$ cat src/rtl/mem_port_arbiter.sv
// Two-requester arbiter in front of a single-port 16-bit memory: the data port has priority
// over instruction fetch (bounded by a starvation limit), with programmable wait states per access.
module mem_port_arbiter #(
  parameter int ADDR_WIDTH   = 16,
  parameter int WAIT_CYCLES  = 2,
  parameter int STARVE_LIMIT = 4
) (
  input  logic                  clk,
  input  logic                  rst,
  input  logic                  d_req,
  input  logic                  d_wr,
  input  logic [ADDR_WIDTH-1:0] d_addr,
  input  logic [15:0]           d_wdata,
  output logic                  d_gnt,
  output logic                  d_done,
  output logic                  d_err,
  output logic [15:0]           d_rdata,
  input  logic                  f_req,
  input  logic [ADDR_WIDTH-1:0] f_addr,
  output logic                  f_gnt,
  output logic                  f_done,
  output logic                  f_err,
  output logic [15:0]           f_rdata,
  output logic                  mem_enable,
  output logic                  mem_wr,
  output logic [ADDR_WIDTH-1:0] mem_addr,
  output logic [15:0]           mem_data_in,
  input  logic [15:0]           mem_data_out
);

  typedef enum logic [1:0] {S_IDLE, S_WAIT, S_ACCESS} state_t;

  localparam logic [3:0] WAIT_INIT   = (WAIT_CYCLES > 0) ? 4'(WAIT_CYCLES - 1) : 4'd0;
  localparam logic [3:0] STARVE_MAX  = 4'(STARVE_LIMIT);
  localparam state_t     AFTER_GRANT = (WAIT_CYCLES > 0) ? S_WAIT : S_ACCESS;

  state_t                state;
  logic [3:0]            wait_cnt;
  logic [3:0]            starve_cnt;
  logic [ADDR_WIDTH-1:0] lat_addr;
  logic                  lat_wr;
  logic [15:0]           lat_wdata;
  logic                  owner_f;

  logic                  accept;
  logic                  pick_f;
  logic                  to_access;
  logic [ADDR_WIDTH-1:0] win_addr;
  logic                  win_wr;
  logic [15:0]           win_wdata;
  logic [ADDR_WIDTH-1:0] acc_addr;
  logic                  acc_wr;
  logic [15:0]           acc_wdata;

  // Grants are decided combinationally in IDLE so a new request can be accepted in the
  // same cycle the previous done pulses. Gating with rst keeps every output low in reset.
  always_comb begin
    pick_f    = f_req && (!d_req || (starve_cnt == STARVE_MAX));
    accept    = rst && (state == S_IDLE) && (d_req || f_req);
    d_gnt     = accept && !pick_f;
    f_gnt     = accept && pick_f;
    win_addr  = pick_f ? f_addr : d_addr;
    win_wr    = !pick_f && d_wr;
    win_wdata = pick_f ? 16'h0000 : d_wdata;
    if (state == S_IDLE) begin
      to_access = accept && (WAIT_CYCLES == 0);
      acc_addr  = win_addr;
      acc_wr    = win_wr;
      acc_wdata = win_wdata;
    end else begin
      to_access = (state == S_WAIT) && (wait_cnt == 4'd0);
      acc_addr  = lat_addr;
      acc_wr    = lat_wr;
      acc_wdata = lat_wdata;
    end
  end

  // NOTE: all state below uses non-blocking assignments so every register samples
  // pre-edge values; blocking here would create ordering-dependent simulation races.
  always_ff @(posedge clk or negedge rst) begin
    if (!rst) begin
      state       <= S_IDLE;
      wait_cnt    <= 4'd0;
      starve_cnt  <= 4'd0;
      lat_addr    <= '0;
      lat_wr      <= 1'b0;
      lat_wdata   <= 16'h0000;
      owner_f     <= 1'b0;
      d_done      <= 1'b0;
      d_err       <= 1'b0;
      d_rdata     <= 16'h0000;
      f_done      <= 1'b0;
      f_err       <= 1'b0;
      f_rdata     <= 16'h0000;
      mem_enable  <= 1'b0;
      mem_wr      <= 1'b0;
      mem_addr    <= '0;
      mem_data_in <= 16'h0000;
    end else begin
      d_done      <= 1'b0;
      d_err       <= 1'b0;
      f_done      <= 1'b0;
      f_err       <= 1'b0;
      mem_enable  <= 1'b0;
      mem_wr      <= 1'b0;
      mem_addr    <= '0;
      mem_data_in <= 16'h0000;

      // Memory strobes are registered on entry to ACCESS; misaligned accesses never enable.
      if (to_access && !acc_addr[0]) begin
        mem_enable  <= 1'b1;
        mem_wr      <= acc_wr;
        mem_addr    <= acc_addr;
        mem_data_in <= acc_wdata;
      end

      case (state)
        S_IDLE: begin
          if (accept) begin
            lat_addr  <= win_addr;
            lat_wr    <= win_wr;
            lat_wdata <= win_wdata;
            owner_f   <= pick_f;
            wait_cnt  <= WAIT_INIT;
            state     <= AFTER_GRANT;
            if (pick_f || !f_req) starve_cnt <= 4'd0;
            else if (starve_cnt != STARVE_MAX) starve_cnt <= starve_cnt + 4'd1;
          end else if (!f_req) begin
            starve_cnt <= 4'd0;
          end
        end
        S_WAIT: begin
          if (wait_cnt == 4'd0) state <= S_ACCESS;
          else wait_cnt <= wait_cnt - 4'd1;
        end
        S_ACCESS: begin
          state <= S_IDLE;
          if (owner_f) begin
            f_done <= 1'b1;
            f_err  <= lat_addr[0];
            if (!lat_addr[0]) f_rdata <= mem_data_out;
          end else begin
            d_done <= 1'b1;
            d_err  <= lat_addr[0];
            if (!lat_addr[0] && !lat_wr) d_rdata <= mem_data_out;
          end
        end
        default: state <= S_IDLE;
      endcase
    end
  end

endmodule
$ cat config.mk
export PLATFORM = sky130hd
export DESIGN_NAME = mem_port_arbiter
export DESIGN_NICKNAME = d
export VERILOG_FILES = /design/src/rtl/mem_port_arbiter.sv
export SDC_FILE = /design/constraint.sdc
export NUM_CORES = 1
export LEC_CHECK = 0
export CORE_MARGIN = 1.5
export CORE_UTILIZATION = 50
export DETAILED_ROUTE_END_ITERATION = 7
export PLACE_DENSITY_LB_ADDON = 0.1
export SLEW_MARGIN = 20
export SYNTH_ARGS = -nofsm -noshare
export SYNTH_HDL_FRONTEND = slang
export SYNTH_SLANG_ARGS = --single-unit
$ cat constraint.sdc
create_clock -name clk -period 2.7 [get_ports clk]
set_input_delay 0.405 -clock clk [delete_from_list [all_inputs] [get_ports clk]]
set_output_delay 0.405 -clock clk [all_outputs]
set_load 0.01 [all_outputs]
==> impl_metrics.csv <==
group,metric,value,unit
floorplanning,start_util,51.7,%
power_and_ir_drop,p_leak,3.02,nW
synth,yosysWarnings,0,
clock_tree,cts_made_buffers,17,
route,vias_per_cell,5.38,
grt,grt_pass1_wl,18400,microns
clock_tree,postCtsHoldBufs,0,
worst_setup_path,arrival,2.00,ns
place,globalplace.congestion,0.884,
synth,synthCells,379,
place,dp_cells,616,
outcome,status,"finished, final reports clean",
floorplanning,io_pins,141,
finish,area_growth,47.1,%
run,maxCapViolCount,0,
worst_setup_path,crit_start,"starve_cnt[0]$_DFFE_PN0P_",
clock_tree,cts_max_level,4,
timing,clock_skew,0.00794,ns
clock_tree,cts_tree,"done",
timing,period_needed,2.41,ns
synth,synth_compound_area_share,10.9,%
finish,final_nets,602,
synth,syn_avg_cell_area,12.0,sq um
route,wirelength,11000,microns
synth,synth_edf_count,0,
place,place.port_buffers,140,
worst_setup_path,cp_max_fo,4,
synth,ys_seq_area_share,62.9,%
timing,period_share,89.1,%
grt,track_usage,24.5,%
worst_hold_path,min-delay-path-class,"in2async",
worst_setup_path,crit_type,"reg2out",
synth,synth_top_family_by_area,"simple AND/OR/NAND/NOR gates",
timing,fin_setup_tns,0,ns
timing,drv_slew,0,
worst_setup_path,regToRegStartpoint,"state[1]$_DFFE_PN0P_",
timing,rsz0062_at_grt,"false",
grt,grt_max_degree,65,
floorplanning,die_area,9650,sq um
grt,grt_overflow,0,
clock_tree,cts_sinks,114,
floorplanning,die_h,98.2,microns
synth,synthMuxAreaShare,8.17,%
timing,clock.fmax,0.415,GHz
power_and_ir_drop,power_density,1020,nW/um^2
worst_setup_path,cp-end-kind,"output port",
synth,synthAdderAreaFrac,1.10,%
finish,n_antenna_cell,0,
timing,setup_violations,0,
floorplanning,std_cell_rows,34,
synth,synth-main-ff-cell,"dfrtp_1",
timing,worst_pin_slew,0.780,ns
worst_setup_path,required,2.30,ns
route,drc,0,
synth,syn_nets,452,
floorplanning,die_width,98.2,microns
synth,synth_xor_area_share,0.193,%
clock_tree,clock_latency,0.50,ns
finish,finalNonFillerCells,650,
synth,synth.distinct_cells,41,
synth,async_flop_share,100,%
finish,drive_gt1_share,16.1,%
timing,final.setup.worst_slack,0.293,ns
worst_setup_path,cp-start-kind,"flip-flop",
timing,timing.slew.headroom,48.0,%
route,ant_nets,0,
place,place_ws,0.263,ns
route,vias,3497,
grt,grt_pass1_vias,3664,
clock_tree,ctsLongestPathBuffers,2,
synth,netlist_area,4530,sq um
route,drtIter0Drc,144,
timing,hold_viol,0,
power_and_ir_drop,ir_worst_vdd,0.555,mV
synth,synth_seq_cells,114,
grt,grt_antenna_before_repair,0,
route,first_pass_iters,5,
synth,synthSimpleGateAreaFrac,13.1,%
clock_tree,clock-root-buffer,"clkbuf_8",
route,wire_per_inst,16.9,microns
floorplanning,coreArea,8760,sq um
clock_tree,path_clk_slew,0.05,ns
place,hpwl,7100,microns
-- final timing paths --
path,to,slack (ns),cells after the start
worst max-delay path,d_gnt,0.29,7
worst min-delay path,f_rdata[9]$_DFFE_PN0P_,0.12,2
worst max register to register,lat_addr[4]$_DFFE_PN0P_,0.75,4
worst min register to register,mem_addr[11]$_DFF_PN0_,0.48,1
max in group asynchronous,mem_data_in[9]$_DFF_PN0_,1.43,3
min in group clk,lat_addr[6]$_DFFE_PN0P_,0.46,3
-- through the flow --
| step | utilization [%] | total power, mW | instance area, sq um | hold slack (ns) |
|---|---|---|---|---|
| 6_report | 76.1 | 6.81 | 6670 | 0.121 |
| 5_1_grt | 76.1 | 7.19 | 6670 | 0.188 |
| 4_1_cts | 76.0 | 6.86 | 6660 | 0.128 |
| 3_5_place_dp | 68.7 | 4.49 | 6020 | 0.467 |
| 3_3_place_gp | 68.7 | 4.39 | 6020 | 0.460 |
| 2_1_floorplan | - | 3.60 | 4530 | 0.109 |
-- cell usage after synthesis, types with 2 or more instances --
cell type    n  area, sq um
a21o_1       2         15.0
a21oi_1     50          250
a22o_1      17          149
a41oi_1      2         17.5
and2_1      19          119
buf_2        8         40.0
buf_6        4         45.0
clkbuf_1     8         30.0
dfrtp_1    114         2850
ha_1         4         50.1
inv_1        7         26.3
mux2_2      31          349
nand2_1     38          143
nand2_2      2         12.5
nand2b_1     2         12.5
nand3_1     19         95.1
nor2_1      20         75.1
nor2b_1      3         18.8
nor3b_2      2         25.0
o21ai_0      5         25.0
or2_2        2         12.5
-- per-layer routing --
| metal | up-vias | global-route usage (%) | part of all wire [%] |
|---|---|---|---|
| met5 | - | 0 | 0 |
| met4 | 0 | 9.97 | 1.9 |
| met3 | 16 | 5.65 | 5.5 |
| met2 | 117 | 40.8 | 51 |
| met1 | 1757 | 31.0 | 42 |
| li1 | 1607 | - | - |
-- flip-flops by register name (all words and copies together) (netlist names), 2 cells and up --
name,flops
mem_addr,16
state,2
f_rdata,16
mem_data_in,16
starve_cnt,4
lat_wdata,16
d_rdata,16
wait_cnt,4
lat_addr,16
-- cells by family (layout without fill, tap and decap cells) --
kind of cell	after synthesis	in the layout
AO/OA/AOI/OAI	81	81
AND/OR/NAND/NOR	116	116
adder cells (fa/ha/maj)	4	4
other	1	1
multiplexers	33	33
XOR/XNOR	1	1
flip-flops	114	114
buffers and inverters	29	192
-- area by class of cell --
| type | instances | area (sq um) |
|---|---|---|
| inverter | 8 | 35.0 |
| clock inverter | 12 | 179 |
| timing repair buffer | 152 | 1490 |
| multi-input combinational | 236 | 1530 |
| tap | 108 | 135 |
| sequential | 114 | 2850 |
| fill | 608 | 2100 |
| clock buffer | 20 | 445 |
-- report_power, final --
group          total, mW  leakage [nW]  switching, mW  internal, mW
registers           2.57          1.47          0.320          2.25
logic               1.91          1.25          0.889          1.02
clock network       2.33         0.298          0.781          1.55
-- worst max-delay path, stage by stage, from the launching register on --
cell and delay [ns]:
dfrtp_1 0.37, inv_2 0.07, ha_1 0.21, nand3b_1 0.18
a21oi_4 0.08, buf_4 0.16, nor2_4 0.14, dlygate4sd2_1 0.30
-- cell usage in the layout (no fill, tap or decap), types with 3 or more instances in the layout --
cell type	count
clkdlybuf4s50_1	137
dfrtp_1	114
a21oi_1	50
nand2_1	38
mux2_2	31
nor2_1	20
nand3_1	19
and2_1	19
a22o_1	17
clkbuf_16	16
buf_4	13
inv_1	6
o21ai_0	5
ha_1	4
bufinv_16	4
nor2b_1	3
clkbuf_8	3
clkinvlp_4	3
-- timing repair --
item	CTS	global route
endpoints found under the hold margin	0	0
setup buffers	1	1
pin swaps	1	0
endpoints found under the setup margin	1	1
resized for setup	2	2
Note: power is estimated with default switching activity, not from simulation.
